`src/rtl/cpu_types_pkg.sv`:
```
// cpu_types_pkg: shared CPU types, RAM handshake states and arbiter FSM encoding.
package cpu_types_pkg;
    localparam int ARB_NREQ = 2;
    typedef logic [31:0] word_t;
    typedef enum logic [1:0] {FREE, BUSY, ACCESS, ERROR} ramstate_t;
    typedef enum logic [1:0] {IDLE, GRANT0, GRANT1} arb_state_t;
endpackage

```
`src/rtl/rr_pick2.sv`:
```
// rr_pick2: combinational 2-way round-robin chooser; masked requesters never win,
// and a tie goes to the requester that was not served last.
module rr_pick2 (
    input  logic [1:0] req,
    input  logic       last,
    input  logic [1:0] excl,
    output logic       valid,
    output logic       winner
);
    logic [1:0] r;
    always_comb begin
        r      = req & ~excl;
        valid  = |r;
        winner = &r ? ~last : r[1];
    end
endmodule

```
`src/rtl/ram_arbiter.sv`:
```
// ram_arbiter: round-robin sharing of one RAM port between two cores, one transaction in flight.
// Define ARB_STATS_EN to add the grants0/grants1/conflicts counters.
module ram_arbiter
    import cpu_types_pkg::*;
#(
    parameter int NREQ       = ARB_NREQ,
    parameter bit RESET_PRIO = 1'b0
) (
    input  logic      CLK,
    input  logic      RST,
    input  logic [1:0] dREN,
    input  logic [1:0] dWEN,
    input  word_t     daddr0,
    input  word_t     daddr1,
    input  word_t     dstore0,
    input  word_t     dstore1,
    output word_t     dload,
    output logic [1:0] dwait,
    output logic      ramREN,
    output logic      ramWEN,
    output word_t     ramaddr,
    output word_t     ramstore,
    input  word_t     ramload,
    input  ramstate_t ramstate
`ifdef ARB_STATS_EN
    ,
    output logic [31:0] grants0,
    output logic [31:0] grants1,
    output logic [31:0] conflicts
`endif
);
    arb_state_t      state, next_state;
    logic [NREQ-1:0] req;
    logic [1:0]      excl;
    logic            last, cur, granted, ack, pick_valid, pick_winner;

    assign req     = dREN | dWEN;
    assign granted = state != IDLE;
    assign cur     = state == GRANT1;
    assign ack     = granted & req[cur] & (ramstate == ACCESS || ramstate == ERROR);
    // While granted, the current owner is masked so one chooser serves both handoff and abort.
    assign excl    = granted ? (cur ? 2'b10 : 2'b01) : 2'b00;

    rr_pick2 u_pick (
        .req    (req),
        .last   (last),
        .excl   (excl),
        .valid  (pick_valid),
        .winner (pick_winner)
    );

    always_ff @(posedge CLK or posedge RST) begin
        if (RST) begin
            state <= IDLE;
            last  <= ~RESET_PRIO;
        end else begin
            state <= next_state;
            if (ack) last <= cur;
        end
    end

    always_comb
        next_state = (granted && req[cur] && !ack) ? state :
                     !pick_valid ? IDLE :
                     pick_winner ? GRANT1 : GRANT0;

    always_comb begin
        ramREN   = granted & dREN[cur];
        ramWEN   = granted & dWEN[cur];
        ramaddr  = !granted ? '0 : cur ? daddr1 : daddr0;
        ramstore = !granted ? '0 : cur ? dstore1 : dstore0;
        dwait    = ~{ack & cur, ack & ~cur};
        dload    = ramload;
    end

`ifdef ARB_STATS_EN
    always_ff @(posedge CLK or posedge RST) begin
        if (RST) begin
            grants0   <= '0;
            grants1   <= '0;
            conflicts <= '0;
        end else begin
            if (ack && !cur) grants0 <= grants0 + 32'd1;
            if (ack && cur) grants1 <= grants1 + 32'd1;
            if ((!granted && &req) || (ack && req[~cur])) conflicts <= conflicts + 32'd1;
        end
    end
`endif
endmodule

```
`config.mk`:
```
export PLATFORM = sky130hd
export DESIGN_NAME = ram_arbiter
export DESIGN_NICKNAME = d
export VERILOG_FILES = /design/src/rtl/cpu_types_pkg.sv /design/src/rtl/rr_pick2.sv /design/src/rtl/ram_arbiter.sv
export SDC_FILE = /design/constraint.sdc
export NUM_CORES = 1
export LEC_CHECK = 0
export ABC_AREA = 0
export ABC_CLOCK_PERIOD_IN_PS = 1900
export CORE_AREA = 8 8 99 101
export DETAILED_ROUTE_END_ITERATION = 7
export DIE_AREA = 0 0 107 109
export PLACE_DENSITY = 0.67
export SKIP_CTS_REPAIR_TIMING = 1
export SYNTH_ARGS = -nofsm -noshare
export SYNTH_HDL_FRONTEND = slang
export SYNTH_SLANG_ARGS = --single-unit
```
`constraint.sdc`:
```
create_clock -name CLK -period 1.9 [get_ports CLK]
set_clock_uncertainty 0.1 [all_clocks]
set_input_delay 0.57 -clock CLK [delete_from_list [all_inputs] [get_ports CLK]]
set_output_delay 0.57 -clock CLK [all_outputs]
set_load 0.005 [all_outputs]
```
# Word-level counts from Yosys, hierarchy flattened
# Cells that the tools add are included.
[totals]
output_inout_bits = 100
ff_bits = 3
wordCells = 40
[op_classes]
n_bitwise = 12
magnitude_cmp = 1
n_eq_ne = 3
muxes = 15
n_reduce_logical = 7
[ops]
columns = ["operator", "count"]
rows = [
  ["32-bit two-way mux", 4],
  ["2-bit two-way mux", 4],
  ["1-bit two-way mux", 7],
  ["1-bit bitwise AND", 6],
  ["2-bit equality test (second input constant)", 3],
  ["2-bit NOT", 2],
  ["2-bit bitwise AND", 1],
  ["1-bit logical AND", 2],
  ["1-bit by 2-bit less-than comparator with 1-bit output (second input constant)", 1],
  ["1-bit NOT", 2],
  ["2-bit OR", 1],
  ["2-bit AND reduction", 1],
  ["2-bit nonzero test", 1],
  ["2-bit OR reduction", 1],
  ["1-bit zero test", 1],
  ["1-bit logical OR", 1],
]

# Depth between registers and ports, before layout
[depth]
word_depth = 9
depth_mapped = 5
depth_no_buf = 3

# Modules after synthesis
# A second synthesis with hierarchy kept.
[unflattened]
cells_unflattened = 139
area_unflattened_um2 = 1131.1
[modules_own_cells]
columns = ["mod", "n_inst", "seq_area_each_um2", "area_each_um2", "cells_each"]
rows = [
  ["ram_arbiter", 1, 76.3, 1092.3, 134],
  ["rr_pick2", 1, 0.0, 38.8, 5],
]

# Least setup slack after synthesis
# No wires, ideal clock.
[synth_timing]
path_kind = "register -> output"
startpoint = "register state[1]"
endpoint = "output ramaddr[10]"
path_slack_ns = 0.246
t_arrival_ns = 0.984
stages_incl_launch_ff = 6
path_cell_list = "dfrtp_1 -> inv_2 -> nor2_4 -> buf_6 -> buf_6 -> a22o_1"
[synth_via]
elab_chain_cells = 3
[synth_lines]
columns = ["item", "line", "source"]
rows = [
  ["start, declared", "ram_arbiter.sv:32", "arb_state_t state, next_state;"],
  ["start signal, assigned", "ram_arbiter.sv:57", "state <= next_state;"],
  ["2-bit equality test", "ram_arbiter.sv:39", "assign cur = state == GRANT1;"],
  ["32-bit two-way mux", "ram_arbiter.sv:70", "ramaddr = !granted ? '0 : cur ? daddr1 : daddr0;"],
  ["32-bit two-way mux *", "ram_arbiter.sv:70", ""],
  ["end, declared", "ram_arbiter.sv:21", "output word_t ramaddr,"],
]
# Mark *: on every way between the ends. The rest lies on a longest branch, timed or not.

# Final worst setup path
[layout_timing]
startpoint = "register state[1]"
endpoint = "output ramaddr[18]"
# The elaborated chain is that of the path after synthesis.

==> run metrics <==
Worst-Margin Slew 252.8 ps; internal power 1.822 mW; first-pass GRT wire length 11.39 mm; post-route ant nets 0; Port Buf Inserts 202; synthesis-to-layout area growth 183.4%; Crit Path Class reg -> out; synth warn 0; Yosys reg bits 3; Max Slew Vio Count 0; status finished with violations; ratio of cells with drive above 1 in the final layout 33.83%; Avg WL per Cell 20.00 um; most frequent CP cell buf_12; gpl congestion 0.7223; crit path DAT 1520 ps; Final nets 503; Sw Share 37.17%; Leakage 1.530 nW; simple-gate area share of the yosys netlist 3.659%; Final period util 115.5%; RSZ-0062 raised after global routing yes; Total Power 2.900 mW; Overflow after GRT 0; commonest non-fill, non-tap cell in the layout clkdlybuf4s50_1; Die Wd 107 um; Startpoint Class register; worst path required time 1230 ps; Hold Slack 411.4 ps; Sw Pwr 1.078 mW; Power Density 906.7 mW/mm^2; Root Driver clkbuf_8; failing checks negative setup slack; setup slack after layout -294.5 ps; Mapped Area 0.001129 mm^2; row count 34; most frequent cells in the layout clkdlybuf4s50_1, a22o_1, clkbuf_2; DRT Pass-1 Iters 6; cts bufs inserted 3; max-capacitance violation count 0; Util after Layout 38.16%; CTS tree yes; final wirelength 8.842 mm; critical path, cell by cell inv_2 > nor2_4 > buf_12 > buf_12 > buf_12 > buf_8 > a22o_1 > buf_2; largest net degree at the start of global routing 35; IR drop worst, VDD 0.3720 mV; dominant cells by area after synthesis a22o_1, buf_4, buf_6; H-tree level count 1; final setup fails 68; GRT Util Overall 12.36%; Bufs on Longest Clock Path 2; Post-Synth Adder-Cell Area 0%; critical path fanouts, max 8; register share of total power 4.6%; Die H 109 um; Clk pin slew, worst setup/hold paths 30 ps; post-synth net total 305; largest family of logic cells by synthesized area compound AO/OA/AOI/OAI gates; mux cell area share after synthesis 0.8869%; core area 0.008381 mm^2; initial antenna violation count 0; Netlist cell types 23; TritonCTS sink count 3; crit-path max cell delay 380 ps; register area share after synthesis 6.763%; via count 1926; DRC Markers 0; Slew HR 83.15%; kind of end point of the critical path output port; Starting Density 13.47%; clock network power share 6.5%; WP buf/inv 6; Post-Syn Instances 137; Comb power frac 88.9%; Ant. Diodes 0; Starting DRT DRC Count 74; routed vias/inst 4.357; Synth Area in XOR/XNOR 0%; post-synth top area share 51.22%; detailed placement HPWL 7.059 mm; Skew-Pair Late Insertion Delay 220 ps; HP Class reg -> reg; Largest delay share family, worst path buffers and inverters; slowest cell on the critical path dfrtp_1; Yosys top cell by area a22o_1; compound-cell area share of the yosys netlist 56.76%; Max Freq 455.7 MHz; total die area 0.01166 mm^2; min cycle time layout 2195 ps; final hold vios 0; vias in the first global route 2038; io pins 268; mean post-synth cell area 8.238 um^2
final cells by class:
class                   count  area, um^2
fillers                   878        5182
multi-input cells          84       699.4
repair buffers            241        2233
flip-flops and latches      3       77.57
clock buffers               4       45.04
inverters                   2       7.507
well taps                 108       135.1
synth_stat cells, drive strengths merged:
cell,number
o21a,1
or2,1
o211ai,1
nor2,5
inv,2
o22ai,1
o21ai,2
a22o,66
nand2,1
nand3,1
o32ai,1
dfstp,1
a22oi,1
dfrtp,2
buf,48
a31oi,1
a221oi,1
mux2i,1
metrics by stage:
stage	cell area (um^2)	setup slack [ps]	instances	TNS (ps)
after floorplan	1129	245.7	137	0
after global placement	3104	-561.9	415	-30290
after detailed placement	3104	-601.5	415	-30730
after CTS	3149	-601.0	419	-31800
after global routing	3198	-350.5	442	-17490
final	3198	-294.5	442	-13690
cells by family (layout without fill, tap and decap cells):
logic type      after synthesis  count (layout)
mux                           1               1
compound gates               75              75
flops                         3               3
buf+inv                      50             247
simple gates                  8               8
worst register-to-register path: stages (launching register included):
cell	delay [ps]
dfrtp_2	420
buf_4	150
buf_8	130
buf_6	140
buf_4	140
o22ai_1	160
a22oi_1	80
o32ai_1	140
registers in the layout (all words and copies together) (netlist names):
signal,cells
state,2
last,1
power by group through the flow:
stage	Clock, mW	Combinational, mW	Sequential, mW
3_3_place_gp	0	2.43	0.128
4_1_cts	0.193	2.47	0.130
6_report	0.189	2.58	0.132
5_1_grt	0.206	2.77	0.137
2_1_floorplan	0	1.02	0.125
3_5_place_dp	0	2.46	0.130
metal layers:
| metal | vias up | GRT usage (%) | part of all wire (%) |
|---|---|---|---|
| met2 | 157 | 21.40 | 49 |
| met5 | - | 0 | 0 |
| li1 | 908 | - | - |
| met3 | 9 | 6.915 | 12 |
| met1 | 852 | 12.70 | 38 |
| met4 | 0 | 3.116 | 1.2 |
final timing paths:
| kind | start | endpoint | slack (ps) | depth (start not counted) |
|---|---|---|---|---|
| hold / removal | last | last | 410 | 2 |
| setup / recovery | state[1] | ramaddr[18] | -290 | 8 |
| max in group asynchronous | RST | last | 1080 | 2 |
| min in group asynchronous | RST | state[1] | 420 | 2 |
| hold reg to reg | last | last | 410 | 2 |
| setup reg to reg | state[0] | state[1] | 340 | 7 |
Note: power is estimated with default switching activity, not from simulation.
